<file path="src/rtl/vga_sync_gen_if.sv">
// vga_sync_gen_if: raster-timing bundle from the sync generator to the VGA
// pins and the downstream renderer / game-logic stages.
//   hsync, vsync  sync pulses for the connector
//   video_on      (x, y) lies in the visible area
//   x, y          current pixel coordinates
//   line_tick     one-cycle pulse at x == 0
//   frame_tick    one-cycle pulse at x == 0 && y == 0
// master: the timing generator; slave: any consumer.
interface vga_sync_gen_if #(
  parameter int CNT_W = 10
);
  logic             hsync;
  logic             vsync;
  logic             video_on;
  logic [CNT_W-1:0] x;
  logic [CNT_W-1:0] y;
  logic             line_tick;
  logic             frame_tick;

  modport master (output hsync, vsync, video_on, x, y, line_tick, frame_tick);
  modport slave  (input  hsync, vsync, video_on, x, y, line_tick, frame_tick);
endinterface

</file>
<file path="src/rtl/vga_sync_gen.sv">
// vga_sync_gen: raster timing generator running on the pixel clock.
// Horizontal/vertical counters sweep the full 800x525 raster (default
// 640x480@60) and drive sync pulses, coordinates, a visible-area flag and
// line/frame strobes. Every output is a flop and all of them describe the
// same pixel in any given cycle.
// Ports:
//   clk_in  pixel clock, rising edge
//   rst_n   synchronous active-low reset; parks at the last pixel of a frame
//   vga     vga_sync_gen_if.master carrying hsync/vsync/video_on/x/y/ticks
module vga_sync_gen #(
  parameter int H_VISIBLE   = 640,
  parameter int H_FRONT     = 16,
  parameter int H_SYNC      = 96,
  parameter int H_BACK      = 48,
  parameter int V_VISIBLE   = 480,
  parameter int V_FRONT     = 10,
  parameter int V_SYNC      = 2,
  parameter int V_BACK      = 33,
  parameter bit SYNC_ACTIVE = 1'b0,
  parameter int CNT_W       = 10
) (
  input  logic           clk_in,
  input  logic           rst_n,
  vga_sync_gen_if.master vga
);

  localparam int H_TOTAL = H_VISIBLE + H_FRONT + H_SYNC + H_BACK;
  localparam int V_TOTAL = V_VISIBLE + V_FRONT + V_SYNC + V_BACK;

  // Counter-width copies of the timing points so every compare is same-width.
  localparam logic [CNT_W-1:0] H_LAST   = CNT_W'(H_TOTAL - 1);
  localparam logic [CNT_W-1:0] V_LAST   = CNT_W'(V_TOTAL - 1);
  localparam logic [CNT_W-1:0] H_VIS    = CNT_W'(H_VISIBLE);
  localparam logic [CNT_W-1:0] V_VIS    = CNT_W'(V_VISIBLE);
  localparam logic [CNT_W-1:0] HS_FIRST = CNT_W'(H_VISIBLE + H_FRONT);
  localparam logic [CNT_W-1:0] HS_LAST  = CNT_W'(H_VISIBLE + H_FRONT + H_SYNC - 1);
  localparam logic [CNT_W-1:0] VS_FIRST = CNT_W'(V_VISIBLE + V_FRONT);
  localparam logic [CNT_W-1:0] VS_LAST  = CNT_W'(V_VISIBLE + V_FRONT + V_SYNC - 1);

  typedef struct packed {
    logic hsync;
    logic vsync;
    logic video_on;
    logic line_tick;
    logic frame_tick;
  } flags_t;

  // Flag values while parked in reset: nothing visible, syncs idle.
  localparam flags_t FLAGS_RST = '{
    hsync:      ~SYNC_ACTIVE,
    vsync:      ~SYNC_ACTIVE,
    video_on:   1'b0,
    line_tick:  1'b0,
    frame_tick: 1'b0
  };

  logic [CNT_W-1:0] x_q, x_d;
  logic [CNT_W-1:0] y_q, y_d;
  flags_t           flags_q, flags_d;
  logic             h_wrap;
  logic             hs_win;
  logic             vs_win;

  // Next-state counters. '>=' rather than '==' so an out-of-range value
  // (never reached in normal operation) still wraps back to 0.
  always_comb begin
    h_wrap = (x_q >= H_LAST);
    x_d    = h_wrap ? '0 : x_q + CNT_W'(1);
    y_d    = y_q;
    if (h_wrap) begin
      y_d = (y_q >= V_LAST) ? '0 : y_q + CNT_W'(1);
    end
  end

  // Decode from the next-state counters so the registered flags land in the
  // same cycle as the registered coordinates they describe.
  always_comb begin
    hs_win             = (x_d >= HS_FIRST) && (x_d <= HS_LAST);
    vs_win             = (y_d >= VS_FIRST) && (y_d <= VS_LAST);
    flags_d            = FLAGS_RST;
    flags_d.video_on   = (x_d < H_VIS) && (y_d < V_VIS);
    flags_d.hsync      = hs_win ? SYNC_ACTIVE : ~SYNC_ACTIVE;
    flags_d.vsync      = vs_win ? SYNC_ACTIVE : ~SYNC_ACTIVE;
    flags_d.line_tick  = (x_d == '0);
    flags_d.frame_tick = (x_d == '0) && (y_d == '0);
  end

  // Reset parks on the last pixel so the first free-running edge lands on
  // (0,0) and raises both ticks.
  always_ff @(posedge clk_in) begin
    if (!rst_n) begin
      x_q     <= H_LAST;
      y_q     <= V_LAST;
      flags_q <= FLAGS_RST;
    end else begin
      x_q     <= x_d;
      y_q     <= y_d;
      flags_q <= flags_d;
    end
  end

  assign vga.x          = x_q;
  assign vga.y          = y_q;
  assign vga.hsync      = flags_q.hsync;
  assign vga.vsync      = flags_q.vsync;
  assign vga.video_on   = flags_q.video_on;
  assign vga.line_tick  = flags_q.line_tick;
  assign vga.frame_tick = flags_q.frame_tick;

endmodule

</file>
<file path="src/flat_wrapper.sv">
// flat-port wrapper written by rule: the top's interface ports become plain ports
module vga_sync_gen_flat 
#(
  parameter int H_VISIBLE   = 640,
  parameter int H_FRONT     = 16,
  parameter int H_SYNC      = 96,
  parameter int H_BACK      = 48,
  parameter int V_VISIBLE   = 480,
  parameter int V_FRONT     = 10,
  parameter int V_SYNC      = 2,
  parameter int V_BACK      = 33,
  parameter bit SYNC_ACTIVE = 1'b0,
  parameter int CNT_W       = 10
)
  (clk_in, rst_n, vga_hsync, vga_vsync, vga_video_on, vga_x, vga_y, vga_line_tick, vga_frame_tick);
  vga_sync_gen_if #(.CNT_W(CNT_W)) vga_i ();
  input  logic clk_in;
  input  logic rst_n;
  output wire logic [$bits(vga_i.hsync)-1:0] vga_hsync;
  output wire logic [$bits(vga_i.vsync)-1:0] vga_vsync;
  output wire logic [$bits(vga_i.video_on)-1:0] vga_video_on;
  output wire logic [$bits(vga_i.x)-1:0] vga_x;
  output wire logic [$bits(vga_i.y)-1:0] vga_y;
  output wire logic [$bits(vga_i.line_tick)-1:0] vga_line_tick;
  output wire logic [$bits(vga_i.frame_tick)-1:0] vga_frame_tick;
  assign vga_hsync = vga_i.hsync;
  assign vga_vsync = vga_i.vsync;
  assign vga_video_on = vga_i.video_on;
  assign vga_x = vga_i.x;
  assign vga_y = vga_i.y;
  assign vga_line_tick = vga_i.line_tick;
  assign vga_frame_tick = vga_i.frame_tick;
  vga_sync_gen #(.H_VISIBLE(H_VISIBLE), .H_FRONT(H_FRONT), .H_SYNC(H_SYNC), .H_BACK(H_BACK), .V_VISIBLE(V_VISIBLE), .V_FRONT(V_FRONT), .V_SYNC(V_SYNC), .V_BACK(V_BACK), .SYNC_ACTIVE(SYNC_ACTIVE), .CNT_W(CNT_W)) u_core (.clk_in(clk_in), .rst_n(rst_n), .vga(vga_i));
endmodule
</file>
<file path="config.mk">
export PLATFORM = sky130hd
export DESIGN_NAME = vga_sync_gen_flat
export DESIGN_NICKNAME = d
export VERILOG_FILES = /design/src/rtl/vga_sync_gen_if.sv /design/src/rtl/vga_sync_gen.sv /design/src/flat_wrapper.sv
export SDC_FILE = /design/constraint.sdc
export NUM_CORES = 1
export LEC_CHECK = 0
export ABC_AREA = 1
export BUFFER_PORTS_ARGS = -buffer_cell sky130_fd_sc_hd__buf_2
export CAP_MARGIN = 25
export CORE_ASPECT_RATIO = 1.5
export CORE_UTILIZATION = 33
export CTS_CLUSTER_SIZE = 8
export DETAILED_ROUTE_END_ITERATION = 6
export PLACE_DENSITY_LB_ADDON = 0.25
export SETUP_SLACK_MARGIN = 0.05
export SYNTH_ARGS = -nofsm -noshare
export SYNTH_HDL_FRONTEND = slang
export SYNTH_SLANG_ARGS = --single-unit
</file>
<file path="constraint.sdc">
create_clock -name clk_in -period 3.5 [get_ports clk_in]
set_input_delay 0.35 -clock clk_in [delete_from_list [all_inputs] [get_ports clk_in]]
set_output_delay 0.35 -clock clk_in [all_outputs]
set_load 0.01 [all_outputs]
</file>
==> Yosys cells after proc, flatten, opt, wreduce, memory -nomap -nowiden <==
Index checks and enable logic that the tools add are counted.
{ "classes": {"magnitude_cmp": 8, "n_mux": 5, "add_sub_neg": 2, "reduce_logical": 6} }
{ "op_table": {"columns": ["cell", "n"], "rows": [
  ["$ge A10 B10 Y1 const B", 3],
  ["$mux W10", 3],
  ["$add A10 B1 Y10 const B", 2],
  ["$logic_not A10 Y1", 2],
  ["$ge A10 B9 Y1 const B", 1],
  ["$le A10 B10 Y1 const B", 1],
  ["$le A10 B9 Y1 const B", 1],
  ["$lt A10 B10 Y1 const B", 1],
  ["$lt A10 B9 Y1 const B", 1],
  ["$logic_and A1 B1 Y1", 4],
  ["$mux W1", 2]
]} }
{ "totals": {"word_cells": 28, "out_inout_bits": 25, "inputBits": 2, "ff_bits": 25} }

==> Depth between registers and ports, before layout <==
{ "depth": {"word_depth": 6, "depth_mapped": 13} }

==> Least setup slack after synthesis <==
No wires, ideal clock.
{ "synth_timing": {"path_kind": "register to register", "start": "register u_core.x_q[0], in the netlist u_core.vga.x[0]", "end": "register u_core.flags_q (netlist bit u_core.vga.vsync)", "t_arrival_ns": 1.545, "required_time_ns": 3.386, "stages_incl_launch_ff": 14, "synth_period_minus_slack_ns": 1.660, "path_buffers": 1, "setup_ns": 0.114, "setup_slack_ns": 1.840, "cell_sequence": "dfxtp_1 -> ha_1 -> nand2_2 -> inv_2 -> nand2_2 -> nand2_4 -> nand2_4 -> buf_6 -> o21ai_1 -> nand2_1 -> nor2_1 -> nand2_1 -> nor2_1 -> nand2_1"} }
{ "synth_between": {"elab_chain_len": 5} }
{ "synth_lines": {"columns": ["element", "line_no", "rtl"], "rows": [
  ["from (decl)", "vga_sync_gen.sv:57", "logic [CNT_W-1:0] x_q, x_d;"],
  ["from (signal assigned)", "vga_sync_gen.sv:92", "x_q <= H_LAST;"],
  ["from (signal assigned)", "vga_sync_gen.sv:96", "x_q <= x_d;"],
  ["$ge A10 B10 Y1 (*)", "vga_sync_gen.sv:67", "h_wrap = (x_q >= H_LAST);"],
  ["$mux W10 (*)", "vga_sync_gen.sv:70", "if (h_wrap) begin"],
  ["$ge A10 B9 Y1 / $le A10 B9 Y1 (equally long branches)", "vga_sync_gen.sv:79", "vs_win = (y_d >= VS_FIRST) && (y_d <= VS_LAST);"],
  ["$logic_and A1 B1 Y1 (*)", "vga_sync_gen.sv:79", null],
  ["$mux W1 (*)", "vga_sync_gen.sv:83", "flags_d.vsync = vs_win ? SYNC_ACTIVE : ~SYNC_ACTIVE;"],
  ["to (signal assigned)", "vga_sync_gen.sv:98", "flags_q <= flags_d;"],
  ["to (decl)", "vga_sync_gen.sv:59", "flags_t flags_q, flags_d;"]
]} }
Every way passes the cells marked *; elsewhere a longest branch is shown, timed or not.
A chain may end at the register's enable or synchronous reset.

==> Final worst setup path <==
Same ends and word-level chain as after synthesis.

==> results.yml <==
run_status:
  status: "completed"
synth:
  yosysWarnings: 0
  netlist_instances: 231
  seq_area_frac_synth_pct: 33.9
  synth_fp_nets: 236
  ys_types: 27
  synth_area_leaders: "dfxtp_1 (34%), nand2_1 (18%), nor2_1 (8.9%), nand3_1 (8.1%), inv_1 (6.6%)"
  synth_area_per_cell_sq_um: 6.40
  synth_area_leader_cell: "dfxtp_1"
  syn_area_sq_um: 1480
  synth_top_cell_area_share_pct: 33.9
  ys_ff_latch: 25
timing:
  setup_viol_count_final: 0
  tightest_slew_ps: 294
  clock_skew_ps: 2.24
  finalHoldViolCount: 0
  rsz0062_at_grt: "no"
  holdWs_ps: 360
  period_needed_ps: 1890
  period_share_pct: 53.9
  drv_slew: 0
  setup_tns_ps: 0
  fmax_mhz: 530
  slew_headroom_pct: 80.2
final_layout:
  fillers: 476
  fin_nets: 264
  antenna_cells: 0
  areaGrowthSynthToFinish_pct: 14.2
  drive_above_1_share_pct: 19.4
cts:
  root_buffer: "clkbuf_8"
  cts_tree: "yes"
  clkTransAtPathRegs_ps: 90
  ctsHoldBuffers: 0
  cts_resized: 0
  numCtsBuffers: 3
  cts_num_sinks: 25
  cts_setup_buffers: 0
  clockBufferDepth: 2
  clk_latency_ps: 280
  h-tree-depth: 1
grt:
  grt.total_usage_pct: 16.6
  grt_pass1_vias: 1416
  grt_overflow: 0
  grt_antenna_before_repair: 0
  grt_pass1_wl_mm: 6.16
  grt_max_degree: 16
floorplan:
  io_pins: 27
  fp.dieH_um: 84.0
  fp-row-count: 29
  core_sq_um: 4250
  initial_core_util_pct: 34.8
  die_w_um: 56.6
  dieArea_sq_um: 4750
routing:
  drt_pass1_iterations: 4
  totalWireLength_mm: 3.63
  routedWlPerCell_um: 11.9
  routed_via_density: 4.87
  drc: 0
  vias: 1479
  ant_nets: 0
  dr.first_iter.drc_count: 26
power:
  p_per_area_nw_per_um2: 723
  power_frac_comb_pct: 52.4
  leakage_nw: 0.906
  p_sw_share_pct: 48.2
  p_sw_mw: 0.588
  ir_drop_uv: 398
  clock_power_share_pct: 14.7
  seqPwrFrac_pct: 32.9
  power.internal_mw: 0.632
place:
  portBuffers: 26
  dp_hpwl_mm: 2.94
  gp_congestion: 0.870
critical_path:
  start_kind: "flop"
  required_ps: 3680
  critical_path_arrival_ps: 2060
  cp-end-kind: "flop"
  crit_type: "reg -> reg"
  crit_fanout: 12
worst_hold_path:
  hold_class: "in -> reg"
run:
  drv_cap: 0
[worst max-delay path: stages, from the launching register on]
cell	delay, ps
dfxtp_1	370
ha_1	190
nand2_2	100
nor2_4	120
nor2_2	50
nor2_4	240
nand2_1	210
nand3_1	170
and2_0	140
nand2_1	50
nor2_1	80
nand2_1	60
[state kept, by name, summed over array words and instances, names as in the netlist]
name                   flops
u_core.vga.frame_tick      1
u_core.vga.hsync           1
u_core.vga.line_tick       1
u_core.vga.video_on        1
u_core.vga.vsync           1
u_core.vga.x              10
u_core.vga.y              10
[metal layers]
layer	part of all wire, %	track usage, %	wire [um]	vias up
li1	-	-	-	769
met1	37	16.8	1350	658
met2	56	32.3	2040	41
met3	3.4	1.71	125	11
met4	3.2	7.98	115	0
met5	0	0	0	-
[cell families after synthesis]
| family | share of synthesized area, % |
|---|---|
| buffers and inverters | 9.40 |
| DFF | 33.9 |
| xor gates and xnor gates | 1.78 |
| AOI/OAI and AO/OA | 3.22 |
| adders and majority gates | 2.54 |
| and+or+nand+nor | 49.2 |
[cell usage in the layout (no fill, tap or decap), types with 4 or more instances in the layout]
master | netlist | layout
nand2_1 | 72 | 72
nor2_1 | 35 | 35
inv_1 | 26 | 26
buf_2 | 0 | 26
dfxtp_1 | 25 | 25
nand3_1 | 24 | 24
nand2_2 | 6 | 6
o21ai_0 | 5 | 5
nand4_1 | 4 | 4
[metrics by stage]
step | worst slack [ps] | power [mW] | instance area [sq um] | utilization [%] | std cells
6_report | 1610 | 1.22 | 1690 | 39.8 | 304
5_1_grt | 1320 | 1.35 | 1690 | 39.8 | 304
4_1_cts | 1590 | 1.24 | 1690 | 39.8 | 304
3_5_place_dp | 1600 | 1.05 | 1640 | 38.6 | 300
3_3_place_gp | 1660 | 1.06 | 1640 | 38.6 | 300
2_1_floorplan | 1840 | 0.915 | 1480 | - | 231
[synth_stat cells]
master,instances
buf_6,2
dfxtp_1,25
a21oi_1,2
xor2_1,3
nand4_1,4
nand3_1,24
nor3_1,3
inv_1,26
o21ai_0,5
ha_1,3
nand3_2,2
nor2_1,35
clkbuf_1,1
clkinv_1,1
nand2_2,6
and2_0,1
nor2_4,2
nor2_2,3
nand3_4,1
o21ai_1,1
or2_0,1
inv_2,3
nand2_1,72
nor3b_1,1
nand2_4,2
o21bai_1,1
or2_2,1
[power by group through the flow]
stage / Combinational [mW] / Clock (mW) / Sequential, mW
final: 0.640 / 0.180 / 0.401
after global routing: 0.735 / 0.198 / 0.412
after CTS: 0.647 / 0.187 / 0.402
after detailed placement: 0.645 / 0 / 0.409
after global placement: 0.647 / 0 / 0.408
after floorplan: 0.489 / 0 / 0.426
[final cells by class]
class | count | area [sq um] | share of cell area, %
inverters | 30 | 113 | 6.67
well taps | 46 | 57.6 | 3.41
clock inverters | 1 | 7.51 | 0.445
multi-input cells | 173 | 838 | 49.7
repair buffers | 26 | 130 | 7.71
flip-flops and latches | 25 | 500 | 29.7
clock buffers | 3 | 41.3 | 2.45
[worst paths after layout]
kind                                                  from                     endpoint  slack, ps  cells after the start
worst max register to register  u_core.vga.x[0]$_SDFF_PN1_  u_core.vga.vsync$_SDFF_PN1_       1610                     11
worst max-delay path            u_core.vga.x[0]$_SDFF_PN1_  u_core.vga.vsync$_SDFF_PN1_       1610                     11
worst min-delay path                                 rst_n   u_core.vga.x[9]$_SDFF_PN1_        360                      2
worst min register to register  u_core.vga.x[0]$_SDFF_PN1_   u_core.vga.x[0]$_SDFF_PN1_        560                      1
Note: power is estimated with default switching activity, not from simulation.
